`src/rtl/alu_pkg.sv`:
```
// Shared constants and FSM state encoding for the ALU result serializer.
package alu_pkg;
  localparam int BYTE_W = 8;

  typedef enum logic [1:0] {
    IDLE      = 2'b00,
    REQ       = 2'b01,
    WAIT_DONE = 2'b10
  } state_t;
endpackage

```
`src/rtl/alu_result_serializer.sv`:
```
// Serializes a 2*WIDTH-bit ALU result to UART TX, LSB byte first; first byte valid one cycle after OUT_VALID.
// Each byte is held until TX_BUSY rises, then the next waits for TX_BUSY to fall; OUT_VALID while busy is dropped.
module alu_result_serializer
  import alu_pkg::*;
#(
  parameter int WIDTH = 16
) (
  input  logic                 clk,
  input  logic                 RST,
  input  logic [2*WIDTH-1:0]   ALU_OUT,
  input  logic                 OUT_VALID,
  input  logic                 SHORT_RES,
  input  logic                 TX_BUSY,
  output logic [BYTE_W-1:0]    TX_P_DATA,
  output logic                 TX_D_VLD,
  output logic                 SER_BUSY,
  output logic                 DONE,
  output logic                 DROP
);

  localparam int RW     = 2 * WIDTH;
  localparam int NBYTES = RW / BYTE_W;
  localparam int CNT_W  = (NBYTES > 1) ? $clog2(NBYTES) : 1;

  if ((RW % BYTE_W) != 0) begin : g_width_chk
    $error("alu_result_serializer: 2*WIDTH must be a multiple of 8");
  end

  state_t             state;
  logic [RW-1:0]      shreg;
  logic [CNT_W-1:0]   byte_cnt;
  logic [CNT_W-1:0]   last;

  // The low byte of the shift register is the byte presented to TX.
  assign TX_P_DATA = shreg[BYTE_W-1:0];

  always_ff @(posedge clk or negedge RST) begin
    if (!RST) begin
      state    <= IDLE;
      shreg    <= '0;
      byte_cnt <= '0;
      last     <= '0;
      TX_D_VLD <= 1'b0;
      SER_BUSY <= 1'b0;
      DONE     <= 1'b0;
      DROP     <= 1'b0;
    end else begin
      DONE <= 1'b0;
      DROP <= 1'b0;
      case (state)
        IDLE: begin
          if (OUT_VALID) begin
            shreg    <= ALU_OUT;
            last     <= SHORT_RES ? '0 : CNT_W'(NBYTES - 1);
            byte_cnt <= '0;
            TX_D_VLD <= 1'b1;
            SER_BUSY <= 1'b1;
            state    <= REQ;
          end
        end
        REQ: begin
          if (OUT_VALID) DROP <= 1'b1;
          // Busy already high on entry counts as acceptance.
          if (TX_BUSY) begin
            TX_D_VLD <= 1'b0;
            state    <= WAIT_DONE;
          end
        end
        WAIT_DONE: begin
          if (OUT_VALID) DROP <= 1'b1;
          if (!TX_BUSY) begin
            if (byte_cnt == last) begin
              DONE     <= 1'b1;
              SER_BUSY <= 1'b0;
              state    <= IDLE;
            end else begin
              shreg    <= shreg >> BYTE_W;
              byte_cnt <= byte_cnt + CNT_W'(1);
              TX_D_VLD <= 1'b1;
              state    <= REQ;
            end
          end
        end
        default: begin
          TX_D_VLD <= 1'b0;
          SER_BUSY <= 1'b0;
          state    <= IDLE;
        end
      endcase
    end
  end

endmodule

```
`config.mk`:
```
export PLATFORM = sky130hd
export DESIGN_NAME = alu_result_serializer
export DESIGN_NICKNAME = d
export VERILOG_FILES = /design/src/rtl/alu_pkg.sv /design/src/rtl/alu_result_serializer.sv
export SDC_FILE = /design/constraint.sdc
export NUM_CORES = 1
export LEC_CHECK = 0
export ABC_AREA = 1
export CAP_MARGIN = 20
export CORE_MARGIN = 2
export CORE_UTILIZATION = 50
export CTS_CLUSTER_DIAMETER = 60
export DETAILED_ROUTE_END_ITERATION = 10
export GPL_ROUTABILITY_DRIVEN = 0
export PLACE_DENSITY = 0.79
export SYNTH_ARGS = -nofsm -noshare
export SYNTH_HDL_FRONTEND = slang
export SYNTH_SLANG_ARGS = --single-unit
```
`constraint.sdc`:
```
create_clock -name clk -period 2.09 [get_ports clk]
set_input_delay 0.418 -clock clk [delete_from_list [all_inputs] [get_ports clk]]
set_output_delay 0.418 -clock clk [all_outputs]
set_load 0.005 [all_outputs]
```
==> flow_summary.yaml, run 1 <==
floorplanning:
  die-width_um: 70.3
  core-area_sq_um: 4290
  die_area_sq_um: 4940
  fp-row-count: 24
  die_h_um: 70.3
  start_util_pct: 51.1
  io_pins: 49
clock_network:
  ctsHoldBuffers: 0
  clock-sinks: 41
  root_buffer: "clkbuf_8"
  cts_buffers: 5
  tritoncts: "done"
  clock_latency_ps: 290
  cts_max_path_buffers: 2
  post_cts_resized: 0
  post-cts-setup-buffers: 0
  clk_pin_slew_ps: 70
  htreeDepth: 2
global_routing:
  grt_max_degree: 35
  grt_pass1_wl_um: 7880
  grt_pass1_vias: 1860
  grt_overflow: 0
  grt.total_usage_pct: 20.1
  antenna_found_initial: 0
setup_path:
  rr_worst_depth: 7
  worstReg2RegStart: "state[0]"
  path_class: "flop to flop"
  cp_data_arrival_time_ps: 1970
  worstPathMaxFanout: 34
  crit_required_ps: 2320
  ff2ff_setup_slack_ps: 350
  reg2reg_to: "shreg[28]"
  critPathLaunchType: "flop"
  end_kind: "flop"
synthesis:
  synthCells: 298
  ys_ff_latch: 41
  syn_area_sq_um: 2200
  synth_nets: 341
  yosys_warnings: 0
  ys_types: 20
  ys_seq_area_share_pct: 46.7
  synth.avg_cell_area_sq_um: 7.37
power_and_ir_drop:
  peakVddDrop_v: 0.000630
  comb_power_share_pct: 46.8
  p_per_area_nw_per_um2: 1360
  switching_share_pct: 39.8
  power.total_mw: 3.74
  pwr-share-seq_pct: 35.9
  p_leak_nw: 1.50
  clock_power_share_pct: 17.3
  p_int_mw: 2.25
  p_sw_mw: 1.49
timing:
  rsz0062_at_grt: "no"
  fin_setup_tns_ps: 0
  holdWs_ps: 71.4
  fin_crit_ps: 1740
  slew_violations: 0
  slew_headroom_pct: 68.3
  hold_viol_final: 0
  setup_violations: 0
  finalCritPeriodShare_pct: 83.4
  fin_skew_ps: 8.17
  fmax_mhz: 574
  worstMarginPinSlew_ps: 476
finish:
  antenna_cells: 0
  synthToLayoutAreaGrowth_pct: 25.1
  final_cell_mix: "nand2_1 (169), clkdlybuf4s50_1 (47), dfrtp_1 (41)"
  fin_nets: 382
  final_common_cell: "nand2_1"
  drive_above_1_share_pct: 6.18
  fin_util_pct: 64.0
flow_run:
  drv_cap: 0
placed_design:
  post-dp-hpwl_um: 3060
  numPortBuffers: 48
outcome:
  status: "finished, final reports clean"
route:
  wl_um: 4360
  first_pass_iters: 4
  wl_per_cell_um: 11.1
  num_vias: 1883
  drc: 0
  ant_nets: 0
  first_iter_violations: 192
  viasPerCell: 4.80
worst_hold_path:
  hold_path.class: "input port to async pin"
-- power by group through the flow --
stage               registers, mW  clock network [mW]  logic (mW)
floorplan                    1.32                   0        1.43
global placement             1.34                   0        1.70
detailed placement           1.36                   0        1.77
CTS                          1.35               0.668        1.77
global route                 1.38               0.693        2.02
finish                       1.34               0.648        1.75
-- worst max-delay path by stage --
stage	start	to	slack (ps)	depth (start not counted)
2_1_floorplan	state[0]	byte_cnt[0]	560	9
3_3_place_gp	OUT_VALID	shreg[21]	270	8
3_5_place_dp	OUT_VALID	shreg[28]	230	8
4_1_cts	state[0]	shreg[28]	330	7
5_1_grt	state[0]	shreg[22]	210	7
6_report	state[0]	shreg[28]	350	7
-- cells in the mapped netlist, drive strengths merged --
master	number	share of area, %
nand3	31	7.3
inv	12	2.1
a21oi	2	0.46
buf	19	6.8
nor2	8	1.7
dfrtp	41	47
clkbuf	2	0.34
nand4	1	0.29
o21ai	2	0.46
clkinv	1	0.17
a31oi	1	0.29
nand2	172	30
ha	6	3.4
-- stage by stage --
stage | instance area [sq um] | setup slack [ps] | cells
finish | 2750 | 348 | 392
detailed placement | 2630 | 232 | 384
floorplan | 2200 | 561 | 298
global placement | 2630 | 269 | 384
CTS | 2750 | 328 | 392
global route | 2750 | 210 | 392
-- area by class of cell --
| class | instances | area, sq um |
|---|---|---|
| repair buffers | 55 | 528 |
| well taps | 52 | 65.1 |
| clock buffers | 7 | 86.3 |
| multi-input cells | 223 | 963 |
| fillers | 387 | 1550 |
| clock inverters | 1 | 30.0 |
| flip-flops and latches | 41 | 1030 |
| inverters | 13 | 48.8 |
-- kinds of logic after synthesis --
| group | share of synthesized area [%] |
|---|---|
| adder cells (fa/ha/maj) | 3.42 |
| flip-flops | 46.7 |
| buffers and inverters | 9.40 |
| AND/OR/NAND/NOR | 39.3 |
| AO/OA/AOI/OAI | 1.20 |
-- flip-flops by register name, summed over array words and instances (netlist names) --
signal	cells
DONE	1
last	1
state	2
shreg	32
DROP	1
byte_cnt	2
TX_D_VLD	1
SER_BUSY	1
-- critical path: stages, from the launching register on --
cell and delay [ps]:
dfrtp_1 430, inv_1 120, ha_1 230, buf_4 220
nand3_2 160, nand2_4 320, nand2_1 120, nand2_1 80
-- metal layers --
layer	vias up	wire [um]	track usage, %
met3	7	260	5.34
met4	0	70	7.48
li1	988	-	-
met5	-	0	0
met1	835	2030	25.2
met2	53	2000	33.4
Note: power is estimated with default switching activity, not from simulation.
==> inputs of run 2 (changes only) <==
==> constraint.sdc (replaced) <==
create_clock -name clk -period 1.8 [get_ports clk]
set_input_delay 0.36 -clock clk [delete_from_list [all_inputs] [get_ports clk]]
set_output_delay 0.36 -clock clk [all_outputs]
set_load 0.005 [all_outputs]
==> flow_summary.yaml, run 2 (synthesis gave the netlist of run 1 again) <==
finish:
  largest_reg_flops: 32
  reg.largest.list: "shreg (32), byte_cnt (2), state (2)"
  fin_nets: 383
  synthToLayoutAreaGrowth_pct: 25.4
  largest_register: "shreg"
  final_common_cell: "nand2_1"
  antenna_cells: 0
  drive_above_1_share_pct: 6.76
  design_area_sq_um: 2750
  final_cell_mix: "nand2_1 (169), clkdlybuf4s50_1 (47), dfrtp_1 (41)"
  fin_util_pct: 64.1
setup_path:
  end_kind: "flop"
  crit_required_ps: 2030
  slowest_delay_ps: 430
  cp_data_arrival_time_ps: 1860
  critPathLaunchType: "flop"
  crit_path_cell_trace: "inv_1 -> ha_1 -> nor2_1 -> nor2_4 -> buf_4 -> nand3_1 -> nand2_1"
  worstPathMaxFanout: 14
  path_class: "flop to flop"
  critical-path-slowest-cell: "dfrtp_1"
placed_design:
  post-dp-hpwl_um: 2970
  numPortBuffers: 48
  placedInstanceArea_sq_um: 2650
  place_ws_ps: 95.8
global_routing:
  grt.total_usage_pct: 18.6
  grt_max_degree: 42
  grt_overflow: 0
  grt_pass1_vias: 1723
  grt_pass1_wl_um: 7490
  antenna_found_initial: 0
floorplanning:
  die-width_um: 70.3
  start_util_pct: 51.1
  fp-row-count: 24
  io_pins: 49
  die_area_sq_um: 4940
  core-area_sq_um: 4290
  die_h_um: 70.3
timing:
  finalCritPeriodShare_pct: 90.6
  hold_viol_final: 0
  rsz0062_at_grt: "no"
  slew_violations: 0
  fin_crit_ps: 1630
  setup_violations: 0
  fmax_mhz: 613
  worstMarginPinSlew_ps: 370
  fin_setup_tns_ps: 0
  fin_skew_ps: 5.75
  slew_headroom_pct: 75.3
  fin_ws_ps: 170
route:
  drc: 0
  wl_um: 4330
  num_vias: 1871
  top_layer: "met4"
  first_pass_iters: 4
  met2_wirelength_um: 1930
  drt-met1-wl_um: 2140
  first_iter_violations: 129
  wl_met3_um: 218
  wl_per_cell_um: 11.0
  ant_nets: 0
  viasPerCell: 4.77
power_and_ir_drop:
  p_per_area_nw_per_um2: 1550
  power.total_mw: 4.26
  p_leak_nw: 1.49
  peakVddDrop_v: 0.000877
clock_network:
  htreeDepth: 2
  post_cts_resized: 0
  tritoncts: "done"
  root_buffer: "clkbuf_8"
  clock_latency_ps: 290
  cts_max_path_buffers: 2
  cts_buffers: 5
  clk_pin_slew_ps: 80
  ctsHoldBuffers: 0
  clock-sinks: 41
  post-cts-setup-buffers: 0
worst_hold_path:
  hold_path.class: "input port to async pin"
flow_run:
  drv_cap: 0
outcome:
  status: "finished, final reports clean"
==> run 2: changes by cell type in the layout (fill, tap and decap cells not counted) <==
cell        before  now
buf_12           0    1
bufinv_16        1    0
clkbuf_1         1    0
clkinvlp_4       0    1
ha_1             6    5
ha_2             0    1
nand2_4          1    0
nand2_8          0    1
==> run 2: worst paths after layout <==
kind | start | to | slack (ps) | depth (start not counted)
setup / recovery | state[0] | shreg[17] | 170 | 7
setup reg to reg | state[0] | shreg[17] | 170 | 7
hold reg to reg | shreg[11] | shreg[11] | 470 | 2
hold / removal | RST | shreg[2] | 30 | 2
max in group asynchronous | RST | shreg[20] | 1580 | 2
min in group clk | shreg[11] | shreg[11] | 470 | 2
==> run 2: where the power goes <==
part	leakage [nW]	internal (mW)	switching (mW)	total, mW
combinational	0.931	0.872	1.21	2.09
clock	0.0433	0.303	0.300	0.603
sequential	0.518	1.34	0.228	1.57
==> run 2: worst max-delay path, delay by kind of cell (launching register included) <==
kind,cells,cell delay (ps)
simple gates,4,510
flops,1,430
buf+inv,2,350
fa+ha+maj,1,290
==> run 2: layout make-up <==
cell class              count  area, sq um
multi-input cells         223          975
inverters                  13         48.8
well taps                  52         65.1
repair buffers             56          548
flip-flops and latches     41         1030
fillers                   381         1540
clock buffers               6         82.6
clock inverters             1         7.51
==> run 2: stage by stage <==
step	instances	hold slack [ps]
2_1_floorplan	298	64.4
3_3_place_gp	385	346
3_5_place_dp	385	348
4_1_cts	392	30.8
6_report	392	26.4
5_1_grt	392	49.1
==> run 2: metal layers <==
layer | up-vias | global-route usage (%)
li1 | 991 | -
met2 | 46 | 29.7
met3 | 5 | 3.90
met1 | 829 | 25.5
met4 | 0 | 5.98
met5 | - | 0
==> inputs of run 3 (changes only) <==
--- a/config.mk
+++ b/config.mk
@@ -7,9 +7,10 @@
 export LEC_CHECK = 0
 export ABC_AREA = 1
 export CAP_MARGIN = 20
-export CORE_MARGIN = 2
+export CORE_ASPECT_RATIO = 1.25
 export CORE_UTILIZATION = 50
 export CTS_CLUSTER_DIAMETER = 60
+export CTS_CLUSTER_SIZE = 8
 export DETAILED_ROUTE_END_ITERATION = 10
 export GPL_ROUTABILITY_DRIVEN = 0
 export PLACE_DENSITY = 0.79
==> flow_summary.yaml, run 3 (synthesis gave the netlist of run 1 again) <==
global_routing:
  grt_max_degree: 42
  use_met3_pct: 4.24
  grt_pass1_vias: 1693
  gr-usage-met2_pct: 33.6
  grt_overflow: 0
  antenna_found_initial: 0
  busiest_layer: "met2"
  grt.total_usage_pct: 20.4
  grtUsageMet1_pct: 25.9
  grt_pass1_wl_um: 7250
floorplanning:
  start_util_pct: 52.7
  fp-row-count: 26
  die-width_um: 61.3
  core-area_sq_um: 4160
  die_h_um: 76.1
  io_pins: 49
  die_area_sq_um: 4660
setup_path:
  ff2ff_setup_slack_ps: 130
  worstPathMaxFanout: 18
  rr_worst_depth: 7
  worstReg2RegStart: "state[0]"
  reg2reg_to: "byte_cnt[1]"
  crit_required_ps: 1990
  end_kind: "flop"
  setup.worst_path.start: "state[0]"
  path_class: "flop to flop"
  cp_data_arrival_time_ps: 1850
  worstSetupEndpoint: "byte_cnt[1]"
  critPathLaunchType: "flop"
finish:
  design_area_sq_um: 2760
  reg.largest.list: "shreg (32), byte_cnt (2), state (2)"
  fin_util_pct: 66.2
  final_common_cell: "nand2_1"
  largest_register: "shreg"
  final_cell_mix: "nand2_1 (169), clkdlybuf4s50_1 (47), dfrtp_1 (41)"
  stdcell_count: 397
  largest_reg_flops: 32
  drive_above_1_share_pct: 7.33
  antenna_cells: 0
  fin_nets: 384
  synthToLayoutAreaGrowth_pct: 25.5
outcome:
  status: "finished, final reports clean"
clock_network:
  clock-sinks: 41
  tritoncts: "done"
  cts_buffers: 5
  clock_latency_ps: 300
  clk_pin_slew_ps: 80
  cts_max_path_buffers: 2
  root_buffer: "clkbuf_8"
  htreeDepth: 2
timing:
  fin_setup_tns_ps: 0
  finalCritPeriodShare_pct: 92.6
  slew_violations: 0
  worstMarginPinSlew_ps: 508
  fmax_mhz: 600
  holdWs_ps: 117
  hold_viol_final: 0
  fin_skew_ps: 4.34
  fin_crit_ps: 1670
  slew_headroom_pct: 66.1
  setup_violations: 0
  fin_ws_ps: 133
power_and_ir_drop:
  p_leak_nw: 1.49
  power.total_mw: 4.28
  peakVddDrop_v: 0.000812
  p_per_area_nw_per_um2: 1550
route:
  ant_nets: 0
  num_vias: 1897
  first_pass_iters: 5
  wl_um: 4380
  wl_per_cell_um: 11.0
  drc: 0
  first_iter_violations: 125
  viasPerCell: 4.78
placed_design:
  post-place-cells: 390
  place_ws_ps: 58.2
  post-dp-hpwl_um: 3040
  numPortBuffers: 48
  placedInstanceArea_sq_um: 2650
worst_hold_path:
  hold_path.class: "input port to async pin"
flow_run:
  drv_cap: 0
[run 3: cell types whose count changed in the layout (fill, tap and decap cells not counted)]
cell / before / now
buf_12: 1 / 0
buf_4: 7 / 9
ha_1: 5 / 4
ha_2: 1 / 2
[run 3: worst min path at each step]
stage	from	endpoint	slack [ps]
after global routing	RST	shreg[4]	170
after detailed placement	RST	shreg[0]	460
final	RST	shreg[0]	120
after floorplan	RST	DONE	60
after CTS	RST	last[0]	140
after global placement	RST	shreg[0]	450
[run 3: critical path, stage by stage, from the launching register on]
cell and delay (ps):
dfrtp_1 440, inv_1 140, ha_2 230, buf_4 180
nand3_2 170, buf_4 250, nand3_1 80, nand2_1 60
[run 3: cell type report]
class | count | area (sq um)
clock inverter | 1 | 7.51
inverter | 13 | 48.8
clock buffer | 6 | 82.6
fill | 402 | 1410
tap | 56 | 70.1
timing repair buffer | 57 | 543
multi-input combinational | 223 | 977
sequential | 41 | 1030
[run 3: repair_timing]
| action | CTS | global route |
|---|---|---|
| setup buffers | 0 | 0 |
| endpoints found under the setup margin | 0 | 34 |
| hold buffers | 0 | 0 |
| resized for setup | 0 | 3 |
[run 3: power breakdown]
group	switching, mW	leakage, nW	internal, mW
clock network	0.318	0.0433	0.303
registers	0.236	0.518	1.34
logic	1.21	0.929	0.879
[run 3: routing by layer]
layer,share of wire [%],wire [um]
met5,0,0
met4,1.4,61
met3,4.2,183
met2,51,2220
met1,44,1910
